===== config.mk =====
export PLATFORM = sky130hd
export DESIGN_NAME = serial_addsub_flat
export DESIGN_NICKNAME = d
export VERILOG_FILES = /design/src/rtl/serial_addsub_if.sv /design/src/rtl/serial_addsub.sv /design/src/flat_wrapper.sv
export SDC_FILE = /design/constraint.sdc
export NUM_CORES = 1
export LEC_CHECK = 0
export ABC_AREA = 1
export BUFFER_PORTS_ARGS = -buffer_cell sky130_fd_sc_hd__buf_2
export CAP_MARGIN = 10
export CORE_MARGIN = 3
export CORE_UTILIZATION = 38
export CTS_CLUSTER_DIAMETER = 100
export DETAILED_ROUTE_END_ITERATION = 7
export HOLD_SLACK_MARGIN = 0.08
export PLACE_DENSITY = 0.66
export REMOVE_ABC_BUFFERS = 1
export SETUP_SLACK_MARGIN = 0.05
export SLEW_MARGIN = 20
export SYNTH_ARGS = -nofsm -noshare
export SYNTH_HDL_FRONTEND = slang
export SYNTH_SLANG_ARGS = --single-unit

===== constraint.sdc =====
create_clock -name clk -period 1.1 [get_ports clk]
set_input_delay 0.11 -clock clk [delete_from_list [all_inputs] [get_ports clk]]
set_output_delay 0.11 -clock clk [all_outputs]
set_load 0.02 [all_outputs]

===== src/rtl/serial_addsub_if.sv =====
// Operand/result bundle for the digit-serial adder/subtractor.
// The master side issues start/sub/a/b; the slave side returns the registered result and status.
interface serial_addsub_if #(
  parameter int unsigned WIDTH = 8
);
  logic             start;
  logic             sub;
  logic [WIDTH-1:0] a;
  logic [WIDTH-1:0] b;
  logic             busy;
  logic             done;
  logic [WIDTH-1:0] out;
  logic             cout;
  logic             ovf;

  modport master (
    output start, sub, a, b,
    input  busy, done, out, cout, ovf
  );

  modport slave (
    input  start, sub, a, b,
    output busy, done, out, cout, ovf
  );
endinterface


===== src/rtl/serial_addsub.sv =====
// Digit-serial adder/subtractor: DIGIT bits per cycle, LSB first, with start/done handshake.
// Optional macro SERIAL_ADDSUB_SAT_EN clamps the result to the signed range on overflow.
module serial_addsub #(
  parameter int unsigned WIDTH = 8,
  parameter int unsigned DIGIT = 1
) (
  input logic            clk,
  input logic            rst,
  serial_addsub_if.slave bus
);

  localparam int unsigned N  = WIDTH / DIGIT;
  localparam int unsigned CW = (N > 1) ? $clog2(N) : 1;
  localparam int unsigned DW = DIGIT + 1;

  generate
    if (WIDTH < 2) begin : g_bad_width
      $error("serial_addsub: WIDTH must be at least 2");
    end
    if ((WIDTH % DIGIT) != 0) begin : g_bad_digit
      $error("serial_addsub: WIDTH must be a multiple of DIGIT");
    end
  endgenerate

  typedef enum logic [1:0] {
    IDLE = 2'd0,
    ADD  = 2'd1,
    DONE = 2'd2
  } state_t;

  state_t           state, state_nxt;
  logic [WIDTH-1:0] a_reg, a_nxt;
  logic [WIDTH-1:0] b_reg, b_nxt;
  logic             carry, carry_nxt;
  logic [CW-1:0]    count, count_nxt;
  logic [WIDTH-1:0] out_r, out_nxt;
  logic             cout_r, cout_nxt;
  logic             ovf_r, ovf_nxt;
  logic             busy_r, busy_nxt;
  logic             done_r, done_nxt;

  logic [DIGIT:0]   dsum_c;
  logic [DIGIT-1:0] dsum_s_c;
  logic             dcarry_c;
  logic             msb_cin_c;
  logic             ovf_c;
  logic             last_c;

  // Current digit sum; carry into the word MSB recovered from the top bit of the last digit
  assign dsum_c    = DW'(a_reg[DIGIT-1:0]) + DW'(b_reg[DIGIT-1:0]) + DW'(carry);
  assign dsum_s_c  = dsum_c[DIGIT-1:0];
  assign dcarry_c  = dsum_c[DIGIT];
  assign msb_cin_c = dsum_c[DIGIT-1] ^ a_reg[DIGIT-1] ^ b_reg[DIGIT-1];
  assign ovf_c     = msb_cin_c ^ dcarry_c;
  assign last_c    = (count == CW'(N - 1));

  always_ff @(posedge clk or posedge rst) begin
    if (rst) begin
      state  <= IDLE;
      a_reg  <= '0;
      b_reg  <= '0;
      carry  <= 1'b0;
      count  <= '0;
      out_r  <= '0;
      cout_r <= 1'b0;
      ovf_r  <= 1'b0;
      busy_r <= 1'b0;
      done_r <= 1'b0;
    end else begin
      state  <= state_nxt;
      a_reg  <= a_nxt;
      b_reg  <= b_nxt;
      carry  <= carry_nxt;
      count  <= count_nxt;
      out_r  <= out_nxt;
      cout_r <= cout_nxt;
      ovf_r  <= ovf_nxt;
      busy_r <= busy_nxt;
      done_r <= done_nxt;
    end
  end

  always_comb begin
    state_nxt = state;
    a_nxt     = a_reg;
    b_nxt     = b_reg;
    carry_nxt = carry;
    count_nxt = count;
    out_nxt   = out_r;
    cout_nxt  = cout_r;
    ovf_nxt   = ovf_r;
    busy_nxt  = 1'b0;
    done_nxt  = 1'b0;

    case (state)
      IDLE: begin
        if (bus.start) begin
          // Subtract is a + ~b + 1: invert b and seed the carry
          a_nxt     = bus.a;
          b_nxt     = bus.sub ? ~bus.b : bus.b;
          carry_nxt = bus.sub;
          count_nxt = '0;
          busy_nxt  = 1'b1;
          state_nxt = ADD;
        end
      end

      ADD: begin
        busy_nxt  = 1'b1;
        out_nxt   = (out_r >> DIGIT) | (WIDTH'(dsum_s_c) << (WIDTH - DIGIT));
        a_nxt     = a_reg >> DIGIT;
        b_nxt     = b_reg >> DIGIT;
        carry_nxt = dcarry_c;
        count_nxt = count + CW'(1);
        if (last_c) begin
          cout_nxt  = dcarry_c;
          ovf_nxt   = ovf_c;
          done_nxt  = 1'b1;
          state_nxt = DONE;
`ifdef SERIAL_ADDSUB_SAT_EN
          // On overflow both operand signs agree, so the carry-out gives the true sign
          if (ovf_c) begin
            out_nxt = dcarry_c ? {1'b1, {(WIDTH-1){1'b0}}} : {1'b0, {(WIDTH-1){1'b1}}};
          end
`endif
        end
      end

      DONE: begin
        state_nxt = IDLE;
      end

      default: begin
        state_nxt = IDLE;
      end
    endcase
  end

  assign bus.busy = busy_r;
  assign bus.done = done_r;
  assign bus.out  = out_r;
  assign bus.cout = cout_r;
  assign bus.ovf  = ovf_r;

endmodule

===== src/flat_wrapper.sv =====
// flat-port wrapper written by rule: the top's interface ports become plain ports
module serial_addsub_flat 
#(
  parameter int unsigned WIDTH = 8,
  parameter int unsigned DIGIT = 1
)
  (clk, rst, bus_start, bus_sub, bus_a, bus_b, bus_busy, bus_done, bus_out, bus_cout, bus_ovf);
  serial_addsub_if #(.WIDTH(WIDTH)) bus_i ();
  input logic clk;
  input logic rst;
  input wire logic [$bits(bus_i.start)-1:0] bus_start;
  input wire logic [$bits(bus_i.sub)-1:0] bus_sub;
  input wire logic [$bits(bus_i.a)-1:0] bus_a;
  input wire logic [$bits(bus_i.b)-1:0] bus_b;
  output wire logic [$bits(bus_i.busy)-1:0] bus_busy;
  output wire logic [$bits(bus_i.done)-1:0] bus_done;
  output wire logic [$bits(bus_i.out)-1:0] bus_out;
  output wire logic [$bits(bus_i.cout)-1:0] bus_cout;
  output wire logic [$bits(bus_i.ovf)-1:0] bus_ovf;
  assign bus_i.start = bus_start;
  assign bus_i.sub = bus_sub;
  assign bus_i.a = bus_a;
  assign bus_i.b = bus_b;
  assign bus_busy = bus_i.busy;
  assign bus_done = bus_i.done;
  assign bus_out = bus_i.out;
  assign bus_cout = bus_i.cout;
  assign bus_ovf = bus_i.ovf;
  serial_addsub #(.WIDTH(WIDTH), .DIGIT(DIGIT)) u_core (.clk(clk), .rst(rst), .bus(bus_i));
endmodule

# --- Word-level counts from Yosys, hierarchy flattened ---
# Cells that the tools add are included.
totals:
  ff_bits: 34
  output_inout_bits: 12
classes:
  addsub: 3
  n_eq_ne: 4
  mux: 16
  n_bitwise: 5
  n_reduce_logical: 5
op_table:
  columns: ["cell", "count"]
  rows:
  - ["one-hot mux 8 bit (2 select lines)", 2]
  - ["two-way mux 8 bit", 3]
  - ["inverter 8 bit", 1]
  - ["bitwise OR 7 x 8 -> 8 bit", 1]
  - ["one-hot mux 3 bit (2 select lines)", 1]
  - ["AND reduction 2 bit", 3]
  - ["two-way mux 1 bit", 4]
  - ["two-way mux 2 bit", 2]
  - ["one-hot mux 1 bit (2 select lines)", 2]
  - ["one-hot mux 2 bit (2 select lines)", 1]
  - ["adder 3 x 1 -> 3 bit, second input constant", 1]
  - ["== test 3 bit, second input constant", 1]
  - ["two-way mux 3 bit", 1]
  - ["bitwise XOR 1 bit", 3]
  - ["adder 1 x 1 -> 2 bit", 1]
  - ["adder 2 x 1 -> 2 bit", 1]
  - ["== test 2 x 1 -> 1 bit, second input constant", 1]
  - ["logical NOT 2 bit", 1]
  - ["inequality test 2 x 1 -> 1 bit, second input constant", 1]
  - ["inequality test 2 bit, second input constant", 1]
  - ["nonzero test 2 bit", 1]

# --- Logic depth before layout (Yosys ltp) ---
# Gate-level depths: netlist (run 1).
depth:
  depth_word: 5
  mapped_depth: 6
  mapped_depth_nobuf: 6

# --- Worst setup path after synthesis (run 1) ---
# OpenSTA, ideal clock, no wires.
synth_timing:
  path_kind: "reg2reg"
  startpoint: "register u_core.carry"
  endpoint: "register u_core.ovf_r, in the netlist u_core.bus.ovf"
  setup_time_ns: 0.116
  arrival_time_ns: 1.099
  setup_slack_ns: -0.115
  path_stages_with_launch: 5
  synth_period_minus_slack_ns: 1.215
  path_cell_list: "dfrtp_1 -> fa_1 -> xor2_1 -> nand2_1 -> nand2_1"
synth_between:
  elab_cells_between_ends: 4
  cone_classes: "add/sub: 1; bitwise: 3"
synth_lines:
  columns: ["element", "line", "text"]
  rows:
  - ["start, declared", "serial_addsub.sv:34", "logic carry, carry_nxt;"]
  - ["start signal, assigned", "serial_addsub.sv:73", "carry <= carry_nxt;"]
  - ["adder 2 x 1 -> 2 bit", "serial_addsub.sv:50", "assign dsum_c = DW'(a_reg[DIGIT-1:0]) + DW'(b_reg[DIGIT-1:0]) + DW'(carry);"]
  - ["via u_core.dsum_c[1]", "serial_addsub.sv:42", "logic [DIGIT:0] dsum_c;"]
  - ["bitwise XOR 1 bit", "serial_addsub.sv:54", "assign ovf_c = msb_cin_c ^ dcarry_c;"]
  - ["end signal, assigned", "serial_addsub.sv:77", "ovf_r <= ovf_nxt;"]
  - ["end, declared", "serial_addsub.sv:38", "logic ovf_r, ovf_nxt;"]
# The timed path passes the listed nets, and every way through them passes these cells.
# A chain may end at the register's enable or synchronous reset.

# --- Worst setup path after layout (run 1) ---
layout_timing:
  startpoint: "register u_core.a_reg[0]"
  endpoint: "register u_core.ovf_r, in the netlist u_core.bus.ovf"
layout_between:
  elab_cells_between_ends: 5
  cone_classes: "add/sub: 2; bitwise: 3"
layout_lines:
  columns: ["element", "line", "text"]
  rows:
  - ["start, declared", "serial_addsub.sv:32", "logic [WIDTH-1:0] a_reg, a_nxt;"]
  - ["start signal, assigned", "serial_addsub.sv:71", "a_reg <= a_nxt;"]
  - ["adder 1 x 1 -> 2 bit", "serial_addsub.sv:50", null]
  - ["adder 2 x 1 -> 2 bit", "serial_addsub.sv:50", null]
  - ["via u_core.dsum_c[1]", "serial_addsub.sv:42", null]
  - ["bitwise XOR 1 bit", "serial_addsub.sv:54", null]
# The timed path passes the listed nets, and every way through them passes these cells.

==> results.md, run 1 <==
* Post-Route WL at 3750 um
* Kind of critical path: reg2reg
* Synth unique cells at 17
* Setup crit end kind: register
* Crit Path Max Fanout at 2
* NetSw at 2.82 mW
* Final-layout fill cell count at 323
* Max-slew violations at 0
* Share of cells above drive strength 1 at 53.2%
* First-pass GRT wire length at 6140 um
* Clock power frac at 14.1%
* Critical Path AT at 1340 ps
* Slew @ Worst Pin at 279 ps
* Setup TNS at -140 ps
* Number of port buffers at 31
* Fin crit period at 1170 ps
* CTS tree: built
* Slew HR at 81.3%
* Clock latency on the worst-skew pair at 290 ps
* Gate Count Post-Synth at 193
* Max Buffers Root-to-Sink at 2
* Synthesized area per cell at 8.30 um2
* Area delta synth->final at 52.2%
* DP Area at 0.00188 mm2
* Chip height at 70.9 um
* Max Clock Freq at 857 MHz
* Seq/Total Area, Yosys at 53.1%
* Failing checks: setup timing
* Post-DP HPWL at 2310 um
* Period utilization at 106%
* Drc violations at 0
* FP Rows at 22
* H-Tree Depth at 2
* Congestion Overflow GR at 0
* Nets@finish at 270
* Vias per cell at 4.89
* GRT Total Usage at 15.4%
* Final cell count without fillers at 296
* Ys Warns at 0
* CP Launch Type: register
* Detail Route Antenna Nets at 0
* Critical path's largest stage delay at 420 ps
* Fin area at 0.00244 mm2
* LEAKAGE at 1.30 nW
* Clock slew seen by the registers of the worst setup and hold paths at 70 ps
* Sw Share at 42.3%
* Pint at 3.84 mW
* Starting Density at 41.6%
* Initial drt markers at 24
* Hold crit path type: in2reg
* #FFs+latches synth at 34
* Core ar. at 0.00385 mm2
* Critical Path, Cell by Cell: fa_2, xor2_1, nand2_1, nand2_1
* Drt pass-1 iters at 4
* Status: finished, violations left
* Placed Instances at 276
* Clock tree sinks at 34
* Clock buffer count from CTS at 5
* CTS root buf: clkbuf_8
* Finish-stage setup viols at 5
* Wirelength per Cell at 12.7 um
* Total number of vias at 1448
* CP dominant cell by count: nand2_1
* Final hold violation count at 0
* Power Dens Cells at 2730 mW/mm2
* Worst Path Required at 1280 ps
* Routability congestion estimate at 0.733
* Die area at 0.00503 mm2
* Max-cap violations at 0
* I/O Pins at 32
* ANT cells at 0
* Vias in the first global route at 1411
* Largest net degree at the start of global routing at 35
* Sequential power share at 32.6%
* Fin Clk Skew at 5.16 ps
* CP max-delay cell: fa_2
* Die W at 70.9 um
* RSZ-0062 raised after global routing: yes
* Post-Syn Area at 0.00160 mm2
* VDD IR-drop max at 0.959 mV
* Combinational share of power at 53.3%
* PnR worst setup slack at -66.9 ps
* Initial antenna violation count at 0
## cell families after synthesis
| group | synth area share, % |
|---|---|
| AO/OA/AOI/OAI | 1.95 |
| flip-flops | 53.1 |
| AND/OR/NAND/NOR | 34.1 |
| buffers and inverters | 6.88 |
| XOR/XNOR | 1.09 |
| adder cells (fa/ha/maj) | 2.81 |
## layout make-up
type / count / area, um2 / area share [%]
Sequential cell: 34 / 852 / 35.0
Tap cell: 48 / 60.1 / 2.46
Timing Repair Buffer: 55 / 423 / 17.4
Multi-Input combinational cell: 138 / 960 / 39.4
Inverter: 13 / 51.3 / 2.10
Clock inverter: 1 / 5.00 / 0.205
Clock buffer: 7 / 86.3 / 3.54
## power groups by stage
stage / combinational (mW) / clock, mW / sequential, mW
after global routing: 3.88 / 1.01 / 2.23
after CTS: 2.91 / 0.967 / 2.09
after global placement: 2.35 / 0 / 2.05
after floorplan: 1.19 / 0 / 2.24
final: 3.55 / 0.941 / 2.17
after detailed placement: 2.40 / 0 / 2.06
## synthesized netlist by cell type, drive strengths merged
| library cell | number | area share (%) |
|---|---|---|
| o21ai | 3 | 0.94 |
| inv | 13 | 3.0 |
| o21a | 1 | 0.47 |
| nor2 | 6 | 2.2 |
| dfrtp | 34 | 53 |
| xor2 | 2 | 1.1 |
| a21oi | 1 | 0.55 |
| nand2 | 79 | 19 |
| nand3 | 42 | 13 |
| fa | 1 | 1.3 |
| buf | 9 | 3.8 |
| ha | 2 | 1.6 |
## per-stage QoR
stage / util (%) / power [mW] / hold slack (ps) / setup WS (ps)
CTS: 57.0 / 5.96 / 82.7 / -58.9
global route: 63.2 / 7.13 / 84.2 / -111
detailed placement: 48.7 / 4.47 / 170 / -142
global placement: 48.7 / 4.40 / 169 / -109
finish: 63.2 / 6.66 / 91.0 / -66.9
floorplan: - / 3.44 / 220 / -215
## critical path, delay by kind of cell, from the launching register on
kind                       cells  cell delay, ps
and+or+nand+nor                2              90
DFF                            1             400
adders and majority gates      1             420
xor gates and xnor gates       1             150
## timing repair
item / CTS / global route
setup endpoints to repair: 27 / 31
pin swaps: 25 / 21
setup buffers: 3 / 3
hold buffers: 4 / 0
gates resized for setup: 49 / 49
gates cloned: 1 / 1
hold endpoints to repair: 37 / 0
## placed cells by master, fill, tap and decap left out, types with 4 or more instances in the layout
master / instances
buf_6: 10
buf_2: 31
nand2_1: 50
dlygate4sd3_1: 4
nand2_4: 8
buf_4: 6
dfrtp_1: 33
nand3_1: 12
nor2_4: 4
nand3_2: 30
clkbuf_8: 6
nand2_2: 20
inv_1: 10
## metal layers
metal | vias to the layer above | global-route usage [%] | wire (um)
li1 | 724 | - | -
met1 | 686 | 18.9 | 1650
met2 | 34 | 26.0 | 1860
met3 | 4 | 5.26 | 202
met4 | 0 | 4.38 | 41
met5 | - | 0 | 0
## final timing paths
check	startpoint	cells past startpoint	slack, ps	to
min	bus_b[7]	4	90	u_core.b_reg[7]
max	u_core.a_reg[0]	4	-70	u_core.bus.ovf
max reg2reg	u_core.a_reg[0]	4	-70	u_core.bus.ovf
max in group asynchronous	rst	4	500	u_core.state[1]
min in group asynchronous	rst	4	410	u_core.bus.out[4]
min reg2reg	u_core.bus.out[0]	2	480	u_core.bus.out[0]
Note: power is estimated with default switching activity, not from simulation.
==> inputs of run 2 (changes only) <==
- CORE_UTILIZATION: 38 -> 45
- PLACE_DENSITY: 0.66 -> 0.75
==> results.md, run 2 (synthesized netlist as in run 1, its figures left out) <==
* Vias per cell at 4.96
* Overall power at 7.19 mW
* Chip height at 65.7 um
* Max-cap violations at 0
* Final core utilization at 75.9%
* Critical Path AT at 1490 ps
* I/O Pins at 32
* Fin Clk Skew at 4.44 ps
* CTS root buf: clkbuf_4
* Final hold violation count at 0
* LEAKAGE at 1.38 nW
* Setup crit end kind: register
* Fin area at 0.00257 mm2
* Failing checks: setup timing
* Wirelength per Cell at 14.9 um
* Crit Path Max Fanout at 6
* Commonest non-fill, non-tap cell in the layout: nand2_1
* Routability congestion estimate at 0.770
* Area delta synth->final at 60.5%
* FP Rows at 21
* Final-layout fill cell count at 205
* Detail Route Antenna Nets at 0
* Total number of vias at 1538
* Nets@finish at 286
* First-pass GRT wire length at 6670 um
* Vias in the first global route at 1454
* Max Clock Freq at 836 MHz
* GRT Total Usage at 20.4%
* Status: finished, violations left
* Fin crit period at 1200 ps
* Share of cells above drive strength 1 at 48.1%
* Congestion Overflow GR at 0
* Most frequent cells in the layout: 49 x nand2_1, 34 x dfrtp_1, 26 x buf_2
* Fin Hold WS at 92.2 ps
* Initial drt markers at 110
* Clock tree sinks at 34
* Finish-stage setup viols at 28
* Die area at 0.00431 mm2
* Starting Density at 47.2%
* Final cell count without fillers at 310
* Kind of critical path: reg2reg
* Dpl ws at -117 ps
* Post-DP HPWL at 2170 um
* H-Tree Depth at 2
* Largest net degree at the start of global routing at 35
* VDD IR-drop max at 1.29 mV
* Drt pass-1 iters at 4
* ANT cells at 0
* Setup TNS at -1740 ps
* Die W at 65.7 um
* Max Buffers Root-to-Sink at 2
* CTS tree: built
* DP Area at 0.00189 mm2
* Area of the multi-input gates at 887 um2
* RSZ-0062 raised after global routing: yes
* Number of port buffers at 31
* Core ar. at 0.00339 mm2
* Clock buffer count from CTS at 5
* Hold crit path type: in2reg
* Clock latency on the worst-skew pair at 350 ps
* Period utilization at 109%
* Clock slew seen by the registers of the worst setup and hold paths at 100 ps
* Post-Route WL at 4610 um
* Placed Instances at 276
* Drc violations at 0
* Power Dens Cells at 2800 mW/mm2
* Max-slew violations at 0
* Worst Path Required at 1390 ps
* Slew @ Worst Pin at 259 ps
* Slew HR at 82.7%
* Initial antenna violation count at 0
* PnR worst setup slack at -96.4 ps
* Register area at 851 um2
* CP Launch Type: register
-- run 2: changes by cell type in the layout (fill, tap and decap cells not counted), moves of 5 or more --
cell / change
buf_2: -5
clkbuf_4: +5
nand3_2: -12
dlygate4sd3_1: +9
buf_4: +6
nand3_1: +12
buf_6: +6
-- run 2: cell type report --
type                            instances  area share [%]
Clock buffer                            8            3.07
Inverter                               13            1.90
Multi-Input combinational cell        137            34.5
Sequential cell                        34            33.1
Tap cell                               46            2.24
Timing Repair Buffer                   72            25.2
-- run 2: path summary, 6_finish.rpt --
check                                    endpoint  slack [ps]  cells past startpoint            start
worst max-delay path              u_core.a_reg[0]        -100                      5  u_core.state[1]
worst min-delay path              u_core.b_reg[4]          90                      5         bus_b[4]
worst max register to register    u_core.a_reg[0]        -100                      5  u_core.state[1]
worst min register to register    u_core.b_reg[3]         500                      2  u_core.b_reg[4]
max in group asynchronous       u_core.bus.out[5]         570                      4              rst
min in group asynchronous            u_core.carry         350                      4              rst
-- run 2: metal layers --
metal	share of wire (%)	track usage, %	up-vias
met3	4.4	5.30	8
met1	40	25.6	733
met4	1.2	5.44	0
li1	-	-	753
met2	54	34.5	44
met5	0	0	-
-- run 2: power breakdown --
| group | switching [mW] | internal [mW] | leakage [nW] |
|---|---|---|---|
| Combinational | 2.13 | 2.03 | 0.893 |
| Sequential | 0.431 | 1.75 | 0.440 |
| Clock | 0.421 | 0.436 | 0.0446 |
| Total | 2.98 | 4.21 | 1.38 |
-- run 2: what timing repair did --
item / CTS / global route
hold buffers: 13 / 0
endpoints found under the hold margin: 46 / 0
cloned: 1 / 2
gates resized for setup: 47 / 44
setup endpoints to repair: 28 / 38
pin swaps: 18 / 14
buffers inserted: 5 / 5
-- run 2: worst max-delay path, cell delays in order (launching register included) --
cell	delay (ps)
dfrtp_1	430
buf_6	140
nor2_4	240
buf_6	210
nand2_4	70
nand3_2	50
